File: config.mk
export PLATFORM = sky130hd
export DESIGN_NAME = iter_shifter
export DESIGN_NICKNAME = d
export VERILOG_FILES = /design/src/rtl/shifter_pkg.sv /design/src/rtl/shift_step.sv /design/src/rtl/iter_shifter.sv
export SDC_FILE = /design/constraint.sdc
export NUM_CORES = 1
export LEC_CHECK = 0
export ABC_CLOCK_PERIOD_IN_PS = 1900
export CAP_MARGIN = 10
export CORE_ASPECT_RATIO = 1.4
export CORE_MARGIN = 1
export CORE_UTILIZATION = 51
export CTS_CLUSTER_DIAMETER = 80
export DETAILED_ROUTE_END_ITERATION = 8
export PLACE_DENSITY_LB_ADDON = 0.05
export SETUP_SLACK_MARGIN = 0.05
export SYNTH_ARGS = -nofsm -noshare
export SYNTH_HDL_FRONTEND = slang
export SYNTH_HIERARCHICAL = 1
export SYNTH_SLANG_ARGS = --single-unit
File: constraint.sdc
create_clock -name clk -period 1.9 [get_ports clk]
set_input_delay 0.19 -clock clk [delete_from_list [all_inputs] [get_ports clk]]
set_output_delay 0.19 -clock clk [all_outputs]
set_load 0.005 [all_outputs]
File: src/rtl/shifter_pkg.sv
// Shared encodings for the iterative shifter: operation codes and FSM states.
// Op codes 000-101 are the same as the legacy combinational shifter.
package shifter_pkg;

    localparam logic [2:0] OP_PASS = 3'b000;
    localparam logic [2:0] OP_ROL  = 3'b001;
    localparam logic [2:0] OP_ROR  = 3'b010;
    localparam logic [2:0] OP_LSL  = 3'b011;
    localparam logic [2:0] OP_ASR  = 3'b100;
    localparam logic [2:0] OP_LSR  = 3'b101;
    localparam logic [2:0] OP_RCL  = 3'b110;
    localparam logic [2:0] OP_RCR  = 3'b111;

    localparam logic [1:0] S_IDLE  = 2'd0;
    localparam logic [1:0] S_SHIFT = 2'd1;
    localparam logic [1:0] S_DONE  = 2'd2;

endpackage

File: src/rtl/shift_step.sv
// Combinational single-position shift/rotate step. The carry tracks the bit
// that leaves the word; the RCL/RCR ops treat {c, word} as a WIDTH+1-bit ring.
module shift_step
    import shifter_pkg::*;
#(
    parameter int unsigned WIDTH = 8
) (
    input  logic [2:0]       op,
    input  logic [WIDTH-1:0] in,
    input  logic             cin,
    output logic [WIDTH-1:0] out,
    output logic             cout
);

    always_comb begin
        out  = in;
        cout = cin;
        case (op)
            OP_PASS: ;
            OP_ROL: begin
                out  = {in[WIDTH-2:0], in[WIDTH-1]};
                cout = in[WIDTH-1];
            end
            OP_ROR: begin
                out  = {in[0], in[WIDTH-1:1]};
                cout = in[0];
            end
            OP_LSL: begin
                out  = {in[WIDTH-2:0], 1'b0};
                cout = in[WIDTH-1];
            end
            OP_ASR: begin
                out  = {in[WIDTH-1], in[WIDTH-1:1]};
                cout = in[0];
            end
            OP_LSR: begin
                out  = {1'b0, in[WIDTH-1:1]};
                cout = in[0];
            end
            OP_RCL: begin
                out  = {in[WIDTH-2:0], cin};
                cout = in[WIDTH-1];
            end
            OP_RCR: begin
                out  = {cin, in[WIDTH-1:1]};
                cout = in[0];
            end
            default: ;
        endcase
    end

endmodule

File: src/rtl/iter_shifter.sv
// Multi-cycle shifter: one bit position per clock under a start/done handshake.
// Holds the control FSM, the step counter and the result/carry/zero registers.
module iter_shifter
    import shifter_pkg::*;
#(
    parameter int unsigned WIDTH = 8,
    parameter int unsigned AMT_W = $clog2(WIDTH)
) (
    input  logic             clk,
    input  logic             reset,
    input  logic             start,
    input  logic [2:0]       op,
    input  logic [AMT_W-1:0] amt,
    input  logic [WIDTH-1:0] din,
    input  logic             cin,
    output logic             busy,
    output logic             done,
    output logic [WIDTH-1:0] dout,
    output logic             cout,
    output logic             zero
);

    logic [1:0]       state_q, state_d;
    logic [AMT_W-1:0] cnt_q, cnt_d;
    logic [2:0]       op_q, op_d;
    logic [WIDTH-1:0] reg_q, reg_d;
    logic             c_q, c_d;
    logic             zero_q, zero_d;

    logic [WIDTH-1:0] step_out;
    logic             step_c;
    logic             accept;

    shift_step #(
        .WIDTH(WIDTH)
    ) u_step (
        .op  (op_q),
        .in  (reg_q),
        .cin (c_q),
        .out (step_out),
        .cout(step_c)
    );

    assign accept = start && ((state_q == S_IDLE) || (state_q == S_DONE));

    always_comb begin
        state_d = state_q;
        cnt_d   = cnt_q;
        op_d    = op_q;
        reg_d   = reg_q;
        c_d     = c_q;
        zero_d  = zero_q;

        case (state_q)
            S_SHIFT: begin
                reg_d = step_out;
                c_d   = step_c;
                cnt_d = cnt_q - AMT_W'(1);
                if (cnt_q == AMT_W'(1)) begin
                    state_d = S_DONE;
                end
            end
            S_DONE: state_d = S_IDLE;
            default: ;
        endcase

        if (accept) begin
            reg_d   = din;
            c_d     = cin;
            state_d = S_SHIFT;
            // amt=0 still costs one cycle, spent as a single pass step.
            if (amt == '0) begin
                op_d  = OP_PASS;
                cnt_d = AMT_W'(1);
            end else begin
                op_d  = op;
                cnt_d = amt;
            end
        end

        if (state_d == S_DONE) begin
            zero_d = (reg_d == '0);
        end
    end

    always_ff @(posedge clk or posedge reset) begin
        if (reset) begin
            state_q <= S_IDLE;
            cnt_q   <= '0;
            op_q    <= OP_PASS;
            reg_q   <= '0;
            c_q     <= 1'b0;
            zero_q  <= 1'b0;
        end else begin
            state_q <= state_d;
            cnt_q   <= cnt_d;
            op_q    <= op_d;
            reg_q   <= reg_d;
            c_q     <= c_d;
            zero_q  <= zero_d;
        end
    end

    assign busy = (state_q == S_SHIFT);
    assign done = (state_q == S_DONE);
    assign dout = reg_q;
    assign cout = c_q;
    assign zero = zero_q;

endmodule

### Word-level counts from Yosys, hierarchy flattened

Cells that the tools add are included.

| storage, ports and cells | value |
|---|---|
| output and inout port bits | 12 |
| input bits | 18 |
| register bits | 18 |
| logic and storage cells | 41 |

| operators by class | value |
|---|---|
| muxes and demuxes | 13 |
| add/subtract/negate cells | 1 |
| equality and inequality tests | 11 |
| reductions and logical operators | 10 |

Operators by type and width:

| cell | number |
|---|---|
| case mux 8 bit (7 select lines) | 1 |
| two-way mux 8 bit | 2 |
| == test 3 bit (second input constant) | 4 |
| two-way mux 3 bit | 4 |
| zero test 8 bit | 1 |
| == test 3 x 1 -> 1 bit (second input constant) | 2 |
| == test 3 x 2 -> 1 bit (second input constant) | 2 |
| == test 2 bit (second input constant) | 2 |
| two-way mux 2 bit | 2 |
| case mux 2 bit (2 select lines) | 1 |
| OR reduction 4 bit | 1 |
| zero test 3 bit | 1 |
| nonzero test 3 bit | 1 |
| OR reduction 3 bit | 1 |
| subtractor 3 x 1 -> 3 bit (second input constant) | 1 |
| == test 2 x 1 -> 1 bit (second input constant) | 1 |
| zero test 2 bit | 1 |
| two-way mux 1 bit | 2 |
| case mux 1 bit (2 select lines) | 1 |
| AND reduction 2 bit | 1 |
| nonzero test 2 bit | 1 |
| logical AND 1 bit | 1 |
| logical OR 1 bit | 1 |

### Logic depth before layout (Yosys ltp)

Gate-level depths: netlist of run 1.

| logic depth | value |
|---|---|
| depth in word-level cells | 5 |
| mapped depth | 8 |
| mapped depth without buffers | 7 |

### By module

The synthesis of run 1 kept the hierarchy.

Modules (own cells, without submodules):

| module | times used | cells each | area each (µm²) | sequential area each (µm²) |
|---|---|---|---|---|
| iter_shifter | 1 | 98 | 1001.0 | 450.4 |
| shift_step | 1 | 61 | 416.6 | 0.0 |

### Worst setup path after synthesis of run 1

OpenSTA, ideal clock, no wires.

| timing | value |
|---|---|
| kind | register to register |
| start point | reg op_q[0] |
| end point | reg zero_q, in the netlist zero |
| buffers on the path | 1 |
| slack | 328 ps |
| data required time | 1775 ps |
| stages on the path, launching flop included | 9 |
| library setup time | 125 ps |
| arrival | 1446 ps |
| cells stage by stage | dfrtp_1 -> buf_6 -> nand2b_1 -> o22ai_1 -> a211oi_1 -> nor4_1 -> nand3_1 -> nand2_1 -> mux2_4 |

| between the ends | value |
|---|---|
| cells in the longest elaborated chain, start to end | 5 |

Ends and longest elaborated chain:

| what | RTL line | text |
|---|---|---|
| from (decl) | iter_shifter.sv:25 | `logic [2:0] op_q, op_d;` |
| from (signal assigned) | iter_shifter.sv:97 | `op_q <= op_d;` |
| == test 3 bit, or another cell as far along | shift_step.sv:18 | `case (op)` |
| case mux 8 bit (7 select lines) * | shift_step.sv:18 |  |
| via step_out[6] | iter_shifter.sv:30 | `logic [WIDTH-1:0] step_out;` |
| two-way mux 8 bit * | iter_shifter.sv:54 | `case (state_q)` |
| two-way mux 8 bit * | iter_shifter.sv:67 | `if (accept) begin` |
| zero test 8 bit * | iter_shifter.sv:82 | `zero_d = (reg_d == '0);` |
| to (signal assigned) | iter_shifter.sv:100 | `zero_q <= zero_d;` |
| to (decl) | iter_shifter.sv:28 | `logic zero_q, zero_d;` |

The timed path passes the listed nets; every way through them passes the cells marked *.
A chain may end at the register's enable or synchronous reset.

### Worst setup path in the final report of run 1

| timing | value |
|---|---|
| start point | reg state_q[0] |
| end point | out done |

| between the ends | value |
|---|---|
| cells in the longest elaborated chain, start to end | 1 |

Ends and longest elaborated chain:

| what | RTL line | text |
|---|---|---|
| from (decl) | iter_shifter.sv:23 | `logic [1:0] state_q, state_d;` |
| from (signal assigned) | iter_shifter.sv:95 | `state_q <= state_d;` |
| == test 2 bit | iter_shifter.sv:105 | `assign done = (state_q == S_DONE);` |
| to (decl) | iter_shifter.sv:17 | `output logic done,` |

Every way passes these cells.

==> impl_metrics.toml, run 1 <==
[run_status]
status = "finished clean"

[cells_and_area]
syn2layout_area_growth_pct = 35.48
final_cells = 234
nFillCells = 219
antenna_cells = 0
drive_above_1_share_pct = 26.26
mostFrequentLayoutCells = "clkdlybuf4s50_1 (29), dfrtp_1 (15), nand2_1 (13), mux2i_1 (13), buf_4 (12)"
final_nets = 222
final_util_pct = 72.68
mostFrequentLayoutCell = "clkdlybuf4s50_1"

[clock_network]
clk_latency_ns = 0.29
cts_buffers = 3
cts_tree = "built"
cts_buffer_depth = 2
cts_sinks = 18
clk_pin_slew_worst_paths_ns = 0.10
cts_root_buf = "clkbuf_4"
htreeDepth = 1

[setup_path]
worstSetupPathType = "reg -> out"
reg2reg_slack_ns = 0.15
critPathArrivalTime_ns = 1.57
start_kind = "flop"
cp_max_fo = 5
critPathCaptureType = "primary output"
crit_required_ns = 1.71

[global_route]
antenna_found_initial = 0
grt_usage_pct = 25.32
grt_pass1_vias = 1282
grt_max_degree = 30
grt-ovfl-total = 0
grt_pass1_wl_um = 5602

[synthesis]
yosysSeqAreaShare_pct = 31.77
postSynthAreaPerCell_um2 = 8.916
synth_warnings = 6
yosys_register_bits = 18
synth_nets = 182
syn_inst = 159
netlist_area_um2 = 1418
ys_types = 34

[min_path]
hold_class = "in -> async"

[timing]
fmax_mhz = 569.4
finalSetupViolCount = 0
rsz0062_at_grt = "no"
relSlewSlack_pct = 53.83
fin_tns_setup_ns = 0
fin_hold_ws_ns = 0.2929
final_hold_viol_count = 0
skew_ns = 0.001825
min_period_ns = 1.756
drv_slew = 0
tightestPinTransition_ns = 0.6918
fin_crit_sh_pct = 92.44

[power_and_ir_drop]
power_density_nw_per_um2 = 1738
leakage_nw = 0.8015
vdd_drop_max_mv = 1.128

[placed_design]
io_buffers = 29
routabilityCongestion = 0.8448
dp.cells = 226
place_hpwl_um = 2605

[floorplan]
die_y_um = 64.38
dieWidth_um = 46.56
dieArea_um2 = 2998
fp-row-count = 22
start_util_pct = 53.65
ios = 30
core_area_um2 = 2643

[detailed_routing]
dr_total_vias = 1324
via_per_inst = 5.658
wl_per_cell_um = 15.07
drtAntennaViolNets = 0
drtPass1Iterations = 4
drcViolationCount = 0
drt_iter0_drc = 29
drt_wl_total_um = 3526

[flow_run]
drv_cap = 0
==> critical path: stages, from the launching register on <==
cell	delay (ns)
dfrtp_1	0.45
inv_1	0.12
ha_1	0.20
clkdlybuf4s50_1	0.51
==> per-stage QoR <==
step | instance area (µm²) | setup WS (ns) | total power, mW
3_5_place_dp | 1779 | -0.04163 | 2.847
6_report | 1921 | 0.1437 | 3.338
4_1_cts | 1822 | 0.07542 | 3.103
2_1_floorplan | 1418 | 0.3284 | 2.176
3_3_place_gp | 1779 | 0.05409 | 2.785
5_1_grt | 1921 | 0.04614 | 3.589
==> state kept, by name, indices dropped and copies added, names as in the netlist <==
| name | count |
|---|---|
| cnt_q | 3 |
| cout | 1 |
| dout | 8 |
| op_q | 3 |
| state_q | 2 |
| zero | 1 |
==> path summary, 6_finish.rpt <==
check | to | depth (start not counted) | start
worst max-delay path | done | 3 | state_q[0]$_DFF_PP0_
worst min-delay path | state_q[0]$_DFF_PP0_ | 2 | reset
worst min register to register | zero$_DFFE_PP0N_ | 1 | zero$_DFFE_PP0N_
worst max register to register | zero$_DFFE_PP0N_ | 8 | op_q[1]$_DFFE_PP0P_
max in group asynchronous | op_q[0]$_DFFE_PP0P_ | 2 | reset
min in group clk | dout[5]$_DFF_PP0_ | 3 | din[5]
==> layer usage <==
layer	up-vias	part of all wire, %	global-route usage (%)
met5	-	0	0
met3	6	2.2	2.542
li1	655	-	-
met1	632	43	32.05
met2	31	54	43.58
met4	0	1.4	6.985
==> synthesized netlist by cell type (all sizes together) <==
cell type,instances,area [µm²]
nor3b,5,37.54
o22ai,6,37.54
o311ai,1,8.760
mux2i,13,130.1
ha,5,62.56
nor2b,4,25.02
mux2,2,30.03
nor2,13,51.30
nor4,4,25.02
or2,2,12.52
buf,8,76.31
a21o,4,30.03
a21oi,17,122.6
a211oi,5,37.54
o211ai,1,7.510
nand2,13,48.80
nand2b,7,43.79
nor3,1,5.000
clkbuf,1,5.000
o21ai,10,53.80
dfrtp,18,450.4
nand3,3,15.01
or2b,3,22.52
a32oi,3,26.28
inv,7,26.27
a22o,3,26.28
==> final cells by class <==
cell class                 count  area, µm²  area share [%]
multi-input combinational    125      933.4           48.60
sequential                    18      454.2           23.65
tap                           36      45.04           2.345
inverter                       7      26.28           1.368
clock buffer                   4      36.28           1.889
timing repair buffer          44      425.4           22.15
==> report_power, final <==
part | internal [mW] | leakage, nW | switching (mW) | total, mW
combinational | 1.18 | 0.574 | 1.08 | 2.26
clock | 0.117 | 0.0210 | 0.118 | 0.235
sequential | 0.564 | 0.207 | 0.280 | 0.844
==> kinds of logic after synthesis <==
family | count (synthesis) | share of synthesized area [%]
buffers and inverters | 16 | 7.589
AND/OR/NAND/NOR | 55 | 20.21
flip-flops | 18 | 31.77
adder cells (fa/ha/maj) | 5 | 4.413
AO/OA/AOI/OAI | 50 | 24.71
multiplexers | 15 | 11.30
==> repair_timing <==
action                                  in CTS  in global routing
setup buffers                                0                  4
gates resized for setup                      2                 16
hold buffers                                 0                  0
endpoints found under the setup margin       1                  1
pin swaps                                    0                  8
Power figures use the tool's default switching activity.
==> inputs of run 2 (changes only) <==
ABC_CLOCK_PERIOD_IN_PS = 1580   (was 1900)
CORE_UTILIZATION = 46   (was 51)
SLEW_MARGIN = 20   (was not set)
clock period = 1.58 ns   (was 1.9 ns; I/O delays follow)
==> run 2 against run 1 <==
The run now ends with negative setup slack left. Non-clock buffer count increased by 23. Core utilization increased by 4.3 points. Clock power increased by 64%. Sequential share of layout area decreased by 3.2 points. Total power increased by 48%. Clock-buffer cell count unchanged. Setup slack got worse by 0.31 ns. Combinational power increased by 58%. Cell area increased by 16%. Worst hold slack got worse by 0.075 ns. Sequential power increased by 18%. Final cell count increased by 10%.
==> impl_metrics.toml, run 2 (synthesis results as in run 1) <==
[run_status]
status = "finished with violations"
violations = "negative setup slack"

[power_and_ir_drop]
power_density_nw_per_um2 = 2213
leakage_nw = 0.9367
p_switching_mw = 2.092
seqPwrFrac_pct = 20.3
swShare_pct = 42.27
power_frac_clock_pct = 7.8
comb_power_share_pct = 71.9
intPower_mw = 2.858
vdd_drop_max_mv = 1.509

[min_path]
hold_class = "in -> async"

[setup_path]
worstSetupEndpoint = "zero$_DFFE_PP0N_"
critPathArrivalTime_ns = 1.89
startpoint = "op_q[0]$_DFFE_PP0P_"
r2r_start = "op_q[0]$_DFFE_PP0P_"
crit_required_ns = 1.73
r2r_cells = 9
r2r-end = "zero$_DFFE_PP0N_"
critPathCaptureType = "flop"
cp_max_fo = 8
reg2reg_slack_ns = -0.17
start_kind = "flop"
worstSetupPathType = "reg -> reg"

[detailed_routing]
drtPass1Iterations = 4
via_per_inst = 5.597
dr_total_vias = 1444
drcViolationCount = 0
drt_wl_total_um = 4222
drt_iter0_drc = 42
wl_per_cell_um = 16.36
drtAntennaViolNets = 0

[clock_network]
htreeDepth = 1
cts_buffer_depth = 2
clk_latency_ns = 0.26
cts_hold_buf = 0
cts_tree = "built"
cts_sinks = 18
clk_pin_slew_worst_paths_ns = 0.07
cts_root_buf = "clkbuf_8"
cts_buffers = 3

[placed_design]
routabilityCongestion = 0.9292
place_ws_ns = -0.2138
dp.cells = 245
place_hpwl_um = 2799
io_buffers = 29

[timing]
rsz0062_at_grt = "yes"
tightestPinTransition_ns = 0.4280
finalSetupViolCount = 2
drv_slew = 0
min_period_ns = 1.748
fin_crit_sh_pct = 110.6
final.setup.worst_slack_ns = -0.1677
skew_ns = 0.001389
final_hold_viol_count = 0
relSlewSlack_pct = 71.46
fmax_mhz = 572.2

[floorplan]
dieArea_um2 = 3311
ios = 30
start_util_pct = 48.77
die_y_um = 67.69
dieWidth_um = 48.92
fp-row-count = 23
core_area_um2 = 2907

[cells_and_area]
syn2layout_area_growth_pct = 57.81
final_cells = 258
drive_above_1_share_pct = 42.53
final_nets = 245
antenna_cells = 0
mostFrequentLayoutCells = "buf_4 (28), clkdlybuf4s50_1 (27), nand2_1 (13), dfrtp_1 (13)"
largest_reg_flops = 8
mostFrequentLayoutCell = "buf_4"

[global_route]
antenna_found_initial = 0
grt_pass1_vias = 1358
grt_pass1_wl_um = 6382
grt_usage_pct = 25.34
grt-ovfl-total = 0
grt_max_degree = 19

[flow_run]
drv_cap = 0
[run 2: routing by layer]
layer	wire length [µm]	GRT usage [%]
met2	2357	48.09
met5	0	0
met3	102	2.703
met4	80	7.721
met1	1681	29.86
[run 2: area by class of cell]
type,count,area (µm²)
well taps,37,46.29
fillers,208,669.4
repair buffers,67,618.1
inverters,7,26.28
flip-flops and latches,18,456.7
clock buffers,4,55.05
multi-input cells,125,1035
[run 2: worst min path at each step]
stage          startpoint                    to  slack [ns]
4_1_cts             reset     dout[6]$_DFF_PP0_        0.23
5_1_grt             reset     dout[3]$_DFF_PP0_        0.25
3_3_place_gp        reset  state_q[1]$_DFF_PP0_        0.49
2_1_floorplan       reset  cnt_q[0]$_DFFE_PP0P_         0.1
3_5_place_dp        reset  state_q[1]$_DFF_PP0_        0.51
6_report            reset  state_q[1]$_DFF_PP0_        0.22
[run 2: power by group through the flow]
stage | sequential [mW] | combinational, mW | clock [mW]
after detailed placement | 0.956 | 2.83 | 0
after global placement | 0.938 | 2.78 | 0
after floorplan | 0.923 | 1.69 | 0
final | 1.00 | 3.56 | 0.386
after CTS | 0.968 | 3.05 | 0.388
after global routing | 1.04 | 3.82 | 0.406
[run 2: through the flow]
step	TNS, ns	instance area, µm²	utilization [%]	power (mW)	hold slack, ns
4_1_cts	-0.09935	2051	70.56	4.404	0.2282
6_report	-0.2148	2237	76.97	4.950	0.2180
2_1_floorplan	0	1418	-	2.616	0.09657
3_5_place_dp	-0.2987	1903	65.48	3.786	0.5064
5_1_grt	-0.5609	2237	76.97	5.266	0.2468
3_3_place_gp	-0.3366	1903	65.48	3.715	0.4938
[run 2: worst max-delay path, stage by stage, from the launching register on]
cell and delay [ns]:
dfrtp_2 0.44, buf_12 0.15, nor2b_4 0.12, buf_6 0.13
nor3b_2 0.05, a211oi_2 0.26, nor4_1 0.09, nand3_1 0.09
nand2_1 0.06, mux2_4 0.25
[run 2: timing repair]
item	CTS	global route
setup buffers	3	5
pin swaps	9	14
setup endpoints to repair	18	20
endpoints found under the hold margin	0	0
cloned	0	2
resized for setup	24	28
